**src/rtl/arith_pkg.sv**
```systemverilog
// Shared encodings for the multi-cycle arithmetic execute stage.
// Covers opcode values, FSM states and the default operand width.
package arith_pkg;

  localparam int SIZE_DEFAULT = 32;

  typedef enum logic [1:0] {
    OP_ADD = 2'b00,
    OP_SUB = 2'b01,
    OP_MUL = 2'b10,
    OP_DIV = 2'b11
  } op_e;

  typedef enum logic [1:0] {
    ST_IDLE = 2'd0,
    ST_MUL  = 2'd1,
    ST_DIV  = 2'd2,
    ST_DONE = 2'd3
  } state_e;

endpackage

```
**src/rtl/arith_sign_fix.sv**
```systemverilog
// Sign handling around the unsigned iterative core: operand magnitudes on the
// way in, and negation of product / quotient / remainder on the way out.
module arith_sign_fix
  import arith_pkg::*;
#(
  parameter int SIZE = SIZE_DEFAULT
) (
  input  logic            signed_op,
  input  logic [SIZE-1:0] a,
  input  logic [SIZE-1:0] b,
  output logic [SIZE-1:0] a_mag,
  output logic [SIZE-1:0] b_mag,
  output logic            a_neg,
  output logic            b_neg,
  input  logic            is_mul,
  input  logic            neg_res,
  input  logic            neg_rem,
  input  logic [SIZE-1:0] raw_hi,
  input  logic [SIZE-1:0] raw_lo,
  output logic [SIZE-1:0] fix_hi,
  output logic [SIZE-1:0] fix_lo
);

  logic [2*SIZE-1:0] prod;

  always_comb begin
    a_neg = signed_op & a[SIZE-1];
    b_neg = signed_op & b[SIZE-1];
    // The most negative value maps to 2^(SIZE-1), which still fits unsigned.
    a_mag = a_neg ? -a : a;
    b_mag = b_neg ? -b : b;

    prod = neg_res ? -{raw_hi, raw_lo} : {raw_hi, raw_lo};
    if (is_mul) begin
      fix_hi = prod[2*SIZE-1:SIZE];
      fix_lo = prod[SIZE-1:0];
    end else begin
      fix_lo = neg_res ? -raw_lo : raw_lo;
      fix_hi = neg_rem ? -raw_hi : raw_hi;
    end
  end

endmodule

```
**src/rtl/arith_exec_seq.sv**
```systemverilog
// Execute stage: single-cycle add/sub, SIZE-step shift-add multiply and
// restoring divide, with a valid/ready handshake on both sides.
module arith_exec_seq
  import arith_pkg::*;
#(
  parameter int SIZE  = SIZE_DEFAULT,
  parameter int CNT_W = $clog2(SIZE) + 1
) (
  input  logic            clk,
  input  logic            rst,
  input  logic            in_valid,
  output logic            in_ready,
  input  logic [1:0]      op,
  input  logic            signed_op,
  input  logic [SIZE-1:0] a,
  input  logic [SIZE-1:0] b,
  output logic            out_valid,
  input  logic            out_ready,
  output logic [SIZE-1:0] result_lo,
  output logic [SIZE-1:0] result_hi,
  output logic            div_by_zero
);

  state_e           state_q, state_d;
  logic [CNT_W-1:0] cnt_q, cnt_d;
  logic [SIZE-1:0]  hi_q, hi_d;
  logic [SIZE-1:0]  lo_q, lo_d;
  logic [SIZE-1:0]  opb_q, opb_d;
  logic             neg_res_q, neg_res_d;
  logic             neg_rem_q, neg_rem_d;
  logic             in_ready_q, in_ready_d;
  logic             out_valid_q, out_valid_d;
  logic [SIZE-1:0]  res_lo_q, res_lo_d;
  logic [SIZE-1:0]  res_hi_q, res_hi_d;
  logic             dbz_q, dbz_d;

  logic [SIZE-1:0]  a_mag, b_mag;
  logic             a_neg, b_neg;
  logic [SIZE:0]    mul_sum;
  logic [SIZE:0]    rem_sh;
  logic [SIZE-1:0]  rem_diff;
  logic             div_ge;
  logic [SIZE-1:0]  step_hi, step_lo;
  logic [SIZE-1:0]  fix_hi, fix_lo;

  arith_sign_fix #(.SIZE(SIZE)) u_sign_fix (
    .signed_op (signed_op),
    .a         (a),
    .b         (b),
    .a_mag     (a_mag),
    .b_mag     (b_mag),
    .a_neg     (a_neg),
    .b_neg     (b_neg),
    .is_mul    (state_q == ST_MUL),
    .neg_res   (neg_res_q),
    .neg_rem   (neg_rem_q),
    .raw_hi    (step_hi),
    .raw_lo    (step_lo),
    .fix_hi    (fix_hi),
    .fix_lo    (fix_lo)
  );

  // hi/lo double as {product high, multiplier} for MUL and as
  // {partial remainder, dividend-shifting-into-quotient} for DIV.
  always_comb begin
    mul_sum  = {1'b0, hi_q} + (lo_q[0] ? {1'b0, opb_q} : '0);
    rem_sh   = {hi_q, lo_q[SIZE-1]};
    div_ge   = rem_sh >= {1'b0, opb_q};
    rem_diff = rem_sh[SIZE-1:0] - opb_q;
    if (state_q == ST_MUL) begin
      step_hi = mul_sum[SIZE:1];
      step_lo = {mul_sum[0], lo_q[SIZE-1:1]};
    end else begin
      step_hi = div_ge ? rem_diff : rem_sh[SIZE-1:0];
      step_lo = {lo_q[SIZE-2:0], div_ge};
    end
  end

  always_comb begin
    // NOTE: every *_d gets its hold value first so no path through the case
    // leaves it unassigned, which would otherwise infer a latch.
    state_d     = state_q;
    cnt_d       = cnt_q;
    hi_d        = hi_q;
    lo_d        = lo_q;
    opb_d       = opb_q;
    neg_res_d   = neg_res_q;
    neg_rem_d   = neg_rem_q;
    out_valid_d = out_valid_q;
    res_lo_d    = res_lo_q;
    res_hi_d    = res_hi_q;
    dbz_d       = dbz_q;

    unique case (state_q)
      ST_IDLE: begin
        if (in_valid) begin
          hi_d      = '0;
          lo_d      = a_mag;
          opb_d     = b_mag;
          cnt_d     = '0;
          neg_res_d = a_neg ^ b_neg;
          neg_rem_d = a_neg;
          unique case (op_e'(op))
            OP_ADD: begin
              res_lo_d    = a + b;
              res_hi_d    = '0;
              dbz_d       = 1'b0;
              out_valid_d = 1'b1;
              state_d     = ST_DONE;
            end
            OP_SUB: begin
              res_lo_d    = a - b;
              res_hi_d    = '0;
              dbz_d       = 1'b0;
              out_valid_d = 1'b1;
              state_d     = ST_DONE;
            end
            OP_MUL: state_d = ST_MUL;
            OP_DIV: begin
              if (b == '0) begin
                res_lo_d    = '1;
                res_hi_d    = a;
                dbz_d       = 1'b1;
                out_valid_d = 1'b1;
                state_d     = ST_DONE;
              end else begin
                state_d = ST_DIV;
              end
            end
          endcase
        end
      end
      ST_MUL, ST_DIV: begin
        hi_d  = step_hi;
        lo_d  = step_lo;
        cnt_d = cnt_q + CNT_W'(1);
        // The final step's raw value goes through sign correction directly.
        if (cnt_q == CNT_W'(SIZE - 1)) begin
          res_lo_d    = fix_lo;
          res_hi_d    = fix_hi;
          dbz_d       = 1'b0;
          out_valid_d = 1'b1;
          state_d     = ST_DONE;
        end
      end
      ST_DONE: begin
        if (out_ready) begin
          out_valid_d = 1'b0;
          state_d     = ST_IDLE;
        end
      end
      default: state_d = ST_IDLE;
    endcase

    in_ready_d = (state_d == ST_IDLE);
  end

  always_ff @(posedge clk) begin
    // NOTE: state updates use <= so every flop samples pre-edge values.
    if (rst) begin
      state_q     <= ST_IDLE;
      cnt_q       <= '0;
      hi_q        <= '0;
      lo_q        <= '0;
      opb_q       <= '0;
      neg_res_q   <= 1'b0;
      neg_rem_q   <= 1'b0;
      in_ready_q  <= 1'b1;
      out_valid_q <= 1'b0;
      res_lo_q    <= '0;
      res_hi_q    <= '0;
      dbz_q       <= 1'b0;
    end else begin
      state_q     <= state_d;
      cnt_q       <= cnt_d;
      hi_q        <= hi_d;
      lo_q        <= lo_d;
      opb_q       <= opb_d;
      neg_res_q   <= neg_res_d;
      neg_rem_q   <= neg_rem_d;
      in_ready_q  <= in_ready_d;
      out_valid_q <= out_valid_d;
      res_lo_q    <= res_lo_d;
      res_hi_q    <= res_hi_d;
      dbz_q       <= dbz_d;
    end
  end

  assign in_ready    = in_ready_q;
  assign out_valid   = out_valid_q;
  assign result_lo   = res_lo_q;
  assign result_hi   = res_hi_q;
  assign div_by_zero = dbz_q;

endmodule

```
**config.mk**
```make
export PLATFORM = sky130hd
export DESIGN_NAME = arith_exec_seq
export DESIGN_NICKNAME = d
export VERILOG_FILES = /design/src/rtl/arith_pkg.sv /design/src/rtl/arith_sign_fix.sv /design/src/rtl/arith_exec_seq.sv
export SDC_FILE = /design/constraint.sdc
export NUM_CORES = 1
export LEC_CHECK = 0
export CORE_UTILIZATION = 35
export DETAILED_ROUTE_END_ITERATION = 6
export PLACE_DENSITY = 0.6
export SLEW_MARGIN = 20
export SYNTH_ARGS = -nofsm -noshare
export SYNTH_HDL_FRONTEND = slang
export SYNTH_HIERARCHICAL = 1
export SYNTH_SLANG_ARGS = --single-unit
export TNS_END_PERCENT = 30
```
**constraint.sdc**
```tcl
create_clock -name clk -period 11.3 [get_ports clk]
set_clock_uncertainty 0.05 [all_clocks]
set_input_delay 1.13 -clock clk [delete_from_list [all_inputs] [get_ports clk]]
set_output_delay 1.13 -clock clk [all_outputs]
set_load 0.05 [all_outputs]
```
# ---- Word-level counts from Yosys, hierarchy flattened
# Cells that the tools add are included.
dict set report word_totals {
  elab_cells 94
  latchBits 0
  reg_bits 173
  mem_bits_rw 0
  romBits 0
  n_memories 0
  output_inout_bits 67
}
dict set report op_classes {
  add_sub_neg 10
  reduce_logical 12
  n_mux 43
  shift 0
  bitwise 3
  n_lt_le_gt_ge 1
  multipliers 0
  n_eq_ne 13
  n_div 0
}
# operator n
set ops {}
lappend ops {{$mux 32} 18}
lappend ops {{$pmux 32 s2} 5}
lappend ops {{$neg 32->32} 4}
lappend ops {{$pmux 32 s3} 1}
lappend ops {{$mux 64} 1}
lappend ops {{$neg 64->64} 1}
lappend ops {{$sub 32x32->32} 2}
lappend ops {{$add 32x32->33} 1}
lappend ops {{$ge 33x32->1} 1}
lappend ops {{$add 32x32->32} 1}
lappend ops {{$logic_not 32->1} 1}
lappend ops {{$reduce_and 5->1} 3}
lappend ops {{$pmux 2 s3} 2}
lappend ops {{$pmux 6 s2} 1}
lappend ops {{$eq 2x2->1 const B} 4}
lappend ops {{$mux 1} 7}
lappend ops {{$add 6x1->6 const B} 1}
lappend ops {{$eq 6x5->1 const B} 1}
lappend ops {{$logic_not 2->1} 3}
lappend ops {{$mux 2} 3}
lappend ops {{$mux 6} 1}
lappend ops {{$ne 2x2->1 const B} 3}
lappend ops {{$pmux 1 s2} 3}
lappend ops {{$eq 2x1->1 const B} 2}
lappend ops {{other kinds (9)} 12}

# ---- Longest topological paths before layout
# Gate-level depths: netlist of run 1.
dict set report logic_depth {
  ltp_word 8
  depth_mapped 24
  ltp_nobuf 21
}

# ---- Modules after synthesis
# Netlist of run 1, hierarchy kept.
# mod area_per_inst_um2 cells_each seq_area_each_um2 instances
set by_module_without_submodules {}
lappend by_module_without_submodules {arith_exec_seq 13665.6 1760 3463.3 1}
lappend by_module_without_submodules {arith_sign_fix 2956.6 464 0.0 1}

# ---- Least setup slack after synthesis of run 1
# Ideal clock, no wire load.
dict set report synth_timing {
  kind {register to register}
  from {reg opb_q[26]}
  to {reg res_hi_q[31] (netlist: result_hi[31])}
  period_less_slack_ns 5.469
  setup_ns 0.123
  path_buffers 3
  stages_incl_launch_ff 22
  arrival_time_ns 5.296
  setup_slack_ns 5.831
  cell_sequence {dfxtp_1 inv_1 ha_1 clkbuf_1 a21o_1 a21o_1 a21o_1 a21oi_1 nor2b_1 a2111oi_2 and2_1 clkbuf_1 clkbuf_1 o211ai_1 and2_1 or4_4 or4b_4 or4_4 o41ai_2 xnor2_1 a222oi_1 inv_1}
}
dict set report synth_between {
  elab_chain_cells 8
  word_cells_on_any_way 14
  classes_between {4 x add/sub; 1 x order compare; 9 x mux}
}
# element line
set synth_lines {}
lappend synth_lines {{from (decl)} arith_exec_seq.sv:28} ;# logic [SIZE-1:0] opb_q, opb_d;
lappend synth_lines {{from (signal assigned)} arith_exec_seq.sv:178} ;# opb_q <= opb_d;
lappend synth_lines {{$ge 33x32->1 *} arith_exec_seq.sv:68} ;# div_ge = rem_sh >= {1'b0, opb_q};
lappend synth_lines {{$mux 32 *} arith_exec_seq.sv:74} ;# step_hi = div_ge ? rem_diff : rem_sh[SIZE-1:0];
lappend synth_lines {{$mux 32 *} arith_exec_seq.sv:70} ;# if (state_q == ST_MUL) begin
lappend synth_lines {{named net step_hi[23]} arith_exec_seq.sv:43} ;# logic [SIZE-1:0] step_hi, step_lo;
lappend synth_lines {{$neg 64->64 / $neg 32->32 (equally long branches)} {arith_sign_fix.sv:33, arith_sign_fix.sv:39}}
lappend synth_lines {{$mux 64 / $mux 32 (equally long branches)} {arith_sign_fix.sv:33, arith_sign_fix.sv:39}}
lappend synth_lines {{$mux 32 *} arith_sign_fix.sv:34} ;# if (is_mul) begin
lappend synth_lines {{named net fix_hi[31]} arith_exec_seq.sv:44} ;# logic [SIZE-1:0] fix_hi, fix_lo;
lappend synth_lines {{$mux 32 *} arith_exec_seq.sv:138} ;# if (cnt_q == CNT_W'(SIZE - 1)) begin
lappend synth_lines {{$pmux 32 s2 *} arith_exec_seq.sv:94} ;# unique case (state_q)
lappend synth_lines {{to (signal assigned)} arith_exec_seq.sv:184} ;# res_hi_q <= res_hi_d;
lappend synth_lines {{to (decl)} arith_exec_seq.sv:34} ;# logic [SIZE-1:0] res_hi_q, res_hi_d;
# The timed path passes the listed nets; every way through them passes the cells marked *. The select of a mux whose other input is x is not followed.
# A chain may end at the register's enable or synchronous reset.

# ---- Worst setup path after layout of run 1
dict set report layout_timing {
  from {reg opb_q[26]}
  to {reg res_hi_q[26] (netlist: result_hi[26])}
}
dict set report layout_between {
  word_cells_on_any_way 14
  classes_between {4 x add/sub; 1 x order compare; 9 x mux}
}
# element line
set layout_rtl {}
lappend layout_rtl {{$ge 33x32->1} arith_exec_seq.sv:68}
lappend layout_rtl {{$mux 32} arith_exec_seq.sv:70}
lappend layout_rtl {{named net step_lo[0]} arith_exec_seq.sv:43}
lappend layout_rtl {{$neg 64->64} arith_sign_fix.sv:33} ;# prod = neg_res ? -{raw_hi, raw_lo} : {raw_hi, raw_lo};
lappend layout_rtl {{$mux 64} arith_sign_fix.sv:33}
lappend layout_rtl {{$mux 32} arith_sign_fix.sv:34}
lappend layout_rtl {{named net fix_hi[26]} arith_exec_seq.sv:44}
lappend layout_rtl {{$mux 32} arith_exec_seq.sv:138}
lappend layout_rtl {{$pmux 32 s2} arith_exec_seq.sv:94}
# The timed path passes the listed nets, and every way through them passes these cells. The select of a mux whose other input is x is not followed.

==> results of run 1 <==
-- cells in the final DEF (no fill, tap or decap), types with 17 or more instances in the layout --
master / instances
a222oi_1: 32
o31ai_1: 22
o221ai_1: 25
xor2_1: 94
mux2_2: 34
mux2i_1: 61
ha_1: 102
a31oi_1: 25
nand2_1: 256
a21o_1: 54
inv_1: 146
clkbuf_16: 17
nor3_1: 31
nand3_1: 29
and2_1: 46
xnor2_1: 133
buf_4: 34
nand4_1: 18
a22o_1: 28
o21ai_0: 132
or3_1: 24
o41ai_1: 21
nor4_1: 21
nand2b_1: 26
dfxtp_1: 173
a21oi_1: 207
nor2_1: 151
clkdlybuf4s50_1: 136
-- stage by stage --
stage	cells	utilization	instance area [um2]	setup slack (ps)
2_1_floorplan	2224	-	16620	5831
5_1_grt	2924	0.4106	19160	4118
3_3_place_gp	2892	0.3982	18580	4538
6_report	2924	0.4106	19160	4391
3_5_place_dp	2892	0.3982	18580	4550
4_1_cts	2924	0.4106	19160	4539
-- worst reg2reg max path, delay by kind of cell (launching register included) --
kind | cells | cell delay, ps
AOI/OAI and AO/OA | 8 | 2630
xor gates and xnor gates | 1 | 200
DFF | 1 | 430
muxes | 1 | 420
buffers and inverters | 4 | 500
and+or+nand+nor | 5 | 1990
adders and majority gates | 2 | 590
-- routing by layer --
| metal | GRT usage | wire [um] |
|---|---|---|
| met5 | 0 | 0 |
| met3 | 0.04997 | 4798 |
| met4 | 0.1202 | 2735 |
| met2 | 0.4550 | 31020 |
| met1 | 0.3469 | 27960 |
-- how the worst max path moves through the flow --
stage / to / depth (start not counted) / start / slack (ps)
finish: result_hi[26] / 21 / opb_q[26] / 4390
global route: result_hi[18] / 21 / opb_q[26] / 4120
CTS: result_hi[26] / 21 / opb_q[26] / 4540
detailed placement: result_hi[26] / 21 / opb_q[26] / 4550
global placement: result_hi[26] / 21 / opb_q[26] / 4540
floorplan: result_hi[31] / 21 / opb_q[26] / 5830
-- power groups by stage --
stage	Sequential [mW]	Clock (mW)	Combinational, mW
2_1_floorplan	1.04	0	2.64
3_3_place_gp	0.887	0	4.11
3_5_place_dp	0.888	0	4.12
4_1_cts	0.877	0.619	4.15
5_1_grt	0.889	0.645	4.51
6_report	0.879	0.606	4.25
-- cell type report --
class / instances / area (um2)
tap: 607 / 759.5
clock inverter: 14 / 148.9
inverter: 147 / 551.8
fill: 4838 / 27500
timing repair buffer: 170 / 1617
multi-input combinational: 1795 / 12190
clock buffer: 18 / 429.2
sequential: 173 / 3463
-- flip-flops by register name, indices dropped and copies added, names as in the netlist, 2 cells and up --
register	cells
hi_q	32
lo_q	32
opb_q	32
result_hi	32
result_lo	32
cnt_q	6
state_q	2
-- kinds of logic (layout without fill, tap and decap cells) --
family | count (synthesis) | in the layout | share of synthesized area
AND/OR/NAND/NOR | 702 | 702 | 0.2059
adder cells (fa/ha/maj) | 107 | 107 | 0.08190
buffers and inverters | 256 | 349 | 0.06090
flip-flops | 173 | 173 | 0.2084
multiplexers | 95 | 95 | 0.05977
AO/OA/AOI/OAI | 664 | 664 | 0.2635
XOR/XNOR | 227 | 227 | 0.1196
==> run metrics, run 1 <==
YS warnings 6; Antenna Violating Nets Remaining 0; routability congestion estimate from global placement 0.9667; critical path required time 11650 ps; IO Pins 138; DRC 14; Max Fclk 0.1447 GHz; syn_area_per_cell 7.474 um2; Async SR Flop Fraction 0; number of synthesized flops with an enable pin 0; Mapped Area 0.01662 mm2; CP peak stage delay 940 ps; CP cell instances inv_1 > ha_1 > a21o_1 > a21o_1 > a21o_1 > a21oi_1 > nor2b_1 > a2111oi_2 > and2_1 > mux2i_1 > inv_1 > ha_1 > or3b_2 > nor4b_1 > buf_4 > a41oi_1 > a211oi_1 > nand2_1 > xor2_1 > a222oi_1 > inv_1; # diodes 0; die width 219.9 um; status complete, but fails checks; global-route wire length before repair 99730 um; cells after synthesis 2224; Synth area leader dfxtp_1; final WL 66510 um; switching power 3.211 mW; Clk pwr share 0.106; Worst Path Arrival 7260 ps; crit path time final 6909 ps; Yosys cell types 83; share of layout cells above drive strength 1 0.06172; Resize count post-CTS 0; Worst Path Max Fanout 17; Power Internal 2.519 mW; # clock sinks 173; Max Buffers Root-to-Sink 2; hold_ws 411.2 ps; Leakage 7.897 nW; Inserted Clock Buffers 17; hold path cells 2; failing checks design-rule violations; vias 17432; FF-to-FF End result_hi[26]; IO buf count 137; commonest cells in the synthesized netlist nand2_1 (256), a21oi_1 (208), dfxtp_1 (173), nor2_1 (157), inv_1 (146); gr ovfl total 0; CTS tree yes; CP delay by family, top compound AO/OA/AOI/OAI gates; hold buffer count at CTS 0; relative slew slack 0.2259; GR Util All Layers 0.2751; starting density of the core 0.3563; Worst-Skew Late Latency 510 ps; H-tree lvl count 4; drt pass-1 iters 7; R2R depth 21; syn nets 2402; FP Rows 79; core area 0.04665 mm2; via/cell ratio 5.962; worst vdd ir 0.2347 mV; Clock Tree Root clkbuf_16; Seq cells post-synth 173; starting DRC count in detailed routing 1912; CP endpoint kind flip-flop; Hold WC Path Type flip-flop to flip-flop; crit start category flip-flop; largest net degree at the start of global routing 91; Crit Path Category flip-flop to flip-flop; area of the die 0.04837 mm2; Final Hold Viols 0; Vert. Die Dim 219.9 um; vias in the first global route 16408; WL/cell 22.75 um; initial antenna violation count 1; max-slew violation count 0; Combinational Power Share 0.741; r2r setup slk 4390 ps; Synth top area share 0.2084; crit share post-route 0.6114; ys flop type dfxtp_1; Reg-to-Reg Start opb_q[26]; switch share 0.5605; Worst-Margin Slew 1156 ps; Final setup viols 0; nets 2482; hold endpoint result_lo[29]; RSZ-0062 raised after global routing no; Reg clk slew, reported paths 80 ps; synth top area cells dfxtp_1 (21%), ha_1 (7.8%), xnor2_1 (7.0%); Flop pwr share 0.153; Fin Setup TNS 0 ps; Worst Path Buf+Inv 4; number of max-cap violations 0; area grow syn2layout 15.25%; HPWL Detailed 51220 um; CP max stage cell a2111oi_2; hold_sp result_lo[29]; buffers inserted during post-CTS setup optimization 0; power per cell area 299.1 mW/mm2; count leader, synth nand2_1; total power 5.730 mW; Seq/Total Area, Yosys 0.2084
Power figures use the tool's default switching activity.
==> run 2, diff against run 1 <==
Clock period 11.3 ns to 7 ns, I/O delays scaled along.
==> run metrics, run 2 (synthesis gave the netlist of run 1 again) <==
crit start category flip-flop; Worst Path Arrival 6610 ps (-650 ps); Max Fclk 0.1593 GHz (+10%); CP endpoint kind flip-flop; worst vdd ir 0.3066 mV (+31%); crit share post-route 0.8968 (+0.2854); H-tree lvl count 4 (unchanged); non-filler cells, final 2932 (+0.27%); WL/cell 22.60 um (-0.64%); hold buffer count at CTS 0 (unchanged); Clock Tree Root clkbuf_16; switch share 0.5519 (-0.008572); Antenna Violating Nets Remaining 0 (unchanged); FP Rows 79 (unchanged); final WL 66270 um (-0.36%); # diodes 0 (unchanged); Hold WC Path Type flip-flop to flip-flop; max-slew violation count 0 (unchanged); gr ovfl total 0 (unchanged); vias in the first global route 16501 (+0.57%); dpl cells 2900 (+0.28%); power per cell area 483.8 mW/mm2 (+62%); status complete, but fails checks; routability congestion estimate from global placement 0.9485 (-1.9%); GR Util All Layers 0.2755 (+0.0003835); crit path time final 6277 ps (-631.7 ps); Leakage 7.955 nW (+0.74%); Place WS 886.1 ps (-3664 ps); initial antenna violation count 1 (unchanged); Register Area 0.003463 mm2 (unchanged); core area 0.04665 mm2 (unchanged); Worst Path Max Fanout 8 (-9); Vert. Die Dim 219.9 um (unchanged); buffers inserted during post-CTS setup optimization 0 (unchanged); total power 9.315 mW (+63%); RSZ-0062 raised after global routing no; area grow syn2layout 15.84%; relative slew slack 0.3157 (+0.08976); Fillers 4819 (-0.39%); Inserted Clock Buffers 17 (unchanged); Worst-Margin Slew 1024 ps (-131.7 ps); failing checks design-rule violations; Crit Path Category flip-flop to flip-flop; global-route wire length before repair 100000 um (+0.29%); switching power 5.141 mW (+60%); number of max-cap violations 0 (unchanged); die width 219.9 um (unchanged); IO buf count 137 (unchanged); DRC 70 (+56); hold_ws 405.2 ps (-6.073 ps); CTS tree yes; Fin Setup TNS 0 ps (unchanged); Reg clk slew, reported paths 80 ps (about the same); Resize count post-CTS 0 (unchanged); share of layout cells above drive strength 1 0.06538 (+0.003659); area of the die 0.04837 mm2 (unchanged); final core utilization 0.4127 (+0.002092); Worst-Skew Late Latency 500 ps (about the same); nets 2490 (+0.32%); starting DRC count in detailed routing 1961 (+2.6%); Final setup viols 0 (unchanged); Flop pwr share 0.152 (about the same); Power Internal 4.174 mW (+66%); dpl cell area 0.01864 mm2 (+0.34%); commonest non-fill, non-tap cells in the layout nand2_1 (256), a21oi_1 (207), dfxtp_1 (173); Combinational Power Share 0.739 (-0.002); largest net degree at the start of global routing 99 (+8.8%); vias 17355 (-0.44%); # clock sinks 173 (unchanged); Clk pwr share 0.109 (+0.003); commonest non-fill, non-tap cell in the layout nand2_1; Final Hold Viols 0 (unchanged); HPWL Detailed 51580 um (+0.71%); critical path required time 7340 ps (-4310 ps); starting density of the core 0.3563 (unchanged); Final Cell Area 0.01925 mm2 (+0.51%); Max Buffers Root-to-Sink 2 (unchanged); drt pass-1 iters 7 (unchanged); PnR worst setup slack 722.6 ps (-3668 ps); IO Pins 138 (unchanged); Multi-input gate area 0.01219 mm2 (unchanged); via/cell ratio 5.919 (-0.71%)
run 2: changes by cell type in the layout (fill, tap and decap cells not counted), sizes merged:
cell / delta
clkbuf: -1
clkinvlp: -1
buf: +8
clkinv: +2
run 2: path summary, 6_finish.rpt:
path | from | endpoint | slack (ps) | cells past startpoint
setup / recovery | lo_q[0] | result_hi[31] | 720 | 20
hold reg to reg | result_lo[28] | result_lo[28] | 410 | 2
setup reg to reg | lo_q[0] | result_hi[31] | 720 | 20
hold / removal | result_lo[28] | result_lo[28] | 410 | 2
run 2: worst max-delay path, stage by stage, from the launching register on:
cell and delay [ps]:
dfxtp_1 610, and2_1 210, ha_1 200, inv_1 70, fa_1 370, nand2b_1 190
a21oi_1 240, o21ai_0 270, o31a_1 370, a2bb2oi_1 220, a21oi_1 470, xnor2_1 180
nand2_1 90, and2_1 240, or4_4 550, or4b_4 510, or4_4 500, o41ai_2 350
xnor2_1 100, a222oi_1 300, inv_1 60
run 2: final cells by class:
class | count | share of cell area
tap | 607 | 0.03944
multi-input combinational | 1795 | 0.6330
clock buffer | 17 | 0.02209
clock inverter | 15 | 0.009682
timing repair buffer | 178 | 0.08727
inverter | 147 | 0.02866
sequential | 173 | 0.1799
run 2: power by group through the flow:
stage	logic [mW]	clock network, mW	registers (mW)
3_5_place_dp	6.70	0	1.43
3_3_place_gp	6.68	0	1.44
2_1_floorplan	4.27	0	1.67
5_1_grt	7.34	1.07	1.44
6_report	6.88	1.01	1.42
4_1_cts	6.74	1.04	1.41
run 2: per-layer routing:
metal,routed length [um],vias up,global-route usage,part of all wire
li1,-,8211,-,-
met1,27860,8257,0.3487,0.42
met2,30450,756,0.4466,0.46
met3,4932,131,0.05162,0.074
met4,3024,0,0.1343,0.046
met5,0,-,0,0
==> run 3, diff against run 2 <==
Settings changed: PLACE_DENSITY 0.6 to 0.61.
==> run metrics, run 3 (synthesis gave the netlist of run 1 again) <==
number of max-cap violations 0 (unchanged); gr ovfl total 0 (unchanged); share of layout cells above drive strength 1 0.06457 (-0.0008047); failing checks design-rule violations; Vert. Die Dim 219.9 um (unchanged); Inserted Clock Buffers 17 (unchanged); switch share 0.5526 (+0.0007405); crit path time final 6267 ps (-10.50 ps); starting density of the core 0.3563 (unchanged); DRC 55 (-21%); FP Rows 79 (unchanged); routability congestion estimate from global placement 0.9979 (+5.2%); crit start category flip-flop; commonest non-fill, non-tap cell in the layout nand2_1; starting DRC count in detailed routing 1784 (-9.0%); Worst Path Buf+Inv 2 (unchanged); status complete, but fails checks; core area 0.04665 mm2 (unchanged); H-tree lvl count 4 (unchanged); worst vdd ir 0.2971 mV (-3.1%); IO buf count 137 (unchanged); buffers inserted during post-CTS setup optimization 0 (unchanged); Worst-Skew Late Latency 500 ps (about the same); total power 9.332 mW (+0.18%); Worst Path Arrival 6610 ps (about the same); CP cell instances and2_1 > ha_1 > inv_1 > fa_1 > nand2b_1 > a21oi_1 > o21ai_0 > o31a_1 > a2bb2oi_1 > a21oi_1 > xnor2_1 > nand2_1 > and2_1 > or4_4 > or4b_4 > or4_4 > o41ai_2 > xnor2_1 > a222oi_1 > inv_1; Worst Path Max Fanout 9 (+1); switching power 5.157 mW (+0.32%); CP delay by family, top simple AND/OR/NAND/NOR gates; power per cell area 485.4 mW/mm2 (+0.33%); Antenna Violating Nets Remaining 0 (unchanged); # clock sinks 173 (unchanged); Max Buffers Root-to-Sink 2 (unchanged); Max Fclk 0.1596 GHz (+0.17%); Resize count post-CTS 0 (unchanged); vias in the first global route 16166 (-2.0%); R2R depth 20 (unchanged); RSZ-0062 raised after global routing no; Flop pwr share 0.151 (about the same); commonest non-fill, non-tap cells in the layout nand2_1 (256), a21oi_1 (207), dfxtp_1 (173); CP endpoint kind flip-flop; Reg clk slew, reported paths 80 ps (about the same); dpl cell area 0.01864 mm2 (about the same); largest net degree at the start of global routing 100 (+1.0%); Critical Path Stages 20 (unchanged); hold path cells 2 (unchanged); via/cell ratio 5.913 (-0.10%); CP max stage cell dfxtp_1; Worst-Margin Slew 1211 ps (+187.0 ps); drt pass-1 iters 7 (unchanged); die width 219.9 um (unchanged); HPWL Detailed 51730 um (+0.28%); initial antenna violation count 1 (unchanged); Clock Tree Root clkbuf_16; Final setup viols 0 (unchanged); WL/cell 22.75 um (+0.65%); crit share post-route 0.8953 (-0.001500); critical path required time 7340 ps (about the same); Hold WC Path Type flip-flop to flip-flop; GR Util All Layers 0.2747 (-0.0008648); Combinational Power Share 0.743 (+0.004); Final Hold Viols 0 (unchanged); CP peak stage delay 560 ps (-50 ps); Leakage 7.931 nW (-0.30%); max-slew violation count 0 (unchanged); area grow syn2layout 15.66%; final WL 66680 um (+0.61%); vias 17331 (-0.14%); IO Pins 138 (unchanged); global-route wire length before repair 99300 um (-0.72%); Clk pwr share 0.105 (-0.004); relative slew slack 0.1841 (-0.1316); hold buffer count at CTS 0 (unchanged); CTS tree yes; Final Cell Area 0.01923 mm2 (-0.15%); area of the die 0.04837 mm2 (unchanged); Fin Setup TNS 0 ps (unchanged); Power Internal 4.175 mW (about the same); Crit Path Category flip-flop to flip-flop; nets 2489 (-0.040%)
==> run 3: cell types whose count changed in the layout (fill, tap and decap cells not counted), sizes merged <==
cell,previous run,this run
diode,0,1
clkinvlp,0,2
buf,42,41
clkinv,8,5
==> run 3: metrics by stage <==
stage / util / std cells / worst slack, ps / hold WS [ps]
detailed placement: 0.3996 / 2899 / 834.2 / 398.2
floorplan: - / 2224 / 1531 / 394.7
CTS: 0.4120 / 2930 / 819.0 / 409.9
finish: 0.4121 / 2931 / 733.1 / 407.0
global placement: 0.3996 / 2899 / 860.1 / 393.5
global route: 0.4120 / 2930 / 479.9 / 427.1
==> run 3: cell type report <==
class / instances / area, um2
fillers: 4873 / 27430
multi-input cells: 1795 / 12200
flip-flops and latches: 173 / 3463
repair buffers: 177 / 1673
well taps: 607 / 759.5
inverters: 147 / 551.8
clock buffers: 17 / 425.4
clock inverters: 14 / 152.6
diodes: 1 / 2.502
==> run 3: final timing paths <==
kind	end	slack, ps	startpoint
max reg2reg	result_hi[31]	730	lo_q[0]
min	result_lo[28]	410	result_lo[28]
min reg2reg	result_lo[28]	410	result_lo[28]
max	result_hi[31]	730	lo_q[0]
==> run 3: worst register-to-register path, delay by kind of cell, from the launching register on <==
family / cells / cell delay (ps)
adder cells (fa/ha/maj): 2 / 590
AO/OA/AOI/OAI: 7 / 2270
AND/OR/NAND/NOR: 7 / 2270
buffers and inverters: 2 / 130
flip-flops: 1 / 560
XOR/XNOR: 2 / 290
==> run 3: metal layers <==
| metal | share of wire | wire, um | track usage | up-vias |
|---|---|---|---|---|
| li1 | - | - | - | 8189 |
| met1 | 0.42 | 28250 | 0.3501 | 8317 |
| met2 | 0.47 | 31080 | 0.4497 | 707 |
| met3 | 0.067 | 4492 | 0.04293 | 118 |
| met4 | 0.043 | 2854 | 0.1313 | 0 |
| met5 | 0 | 0 | 0 | - |
==> run 3: power groups by stage <==
stage / logic, mW / registers [mW] / clock network (mW)
finish: 6.94 / 1.41 / 0.983
detailed placement: 6.77 / 1.42 / 0
floorplan: 4.27 / 1.67 / 0
CTS: 6.81 / 1.41 / 1.00
global placement: 6.77 / 1.42 / 0
global route: 7.41 / 1.43 / 1.04
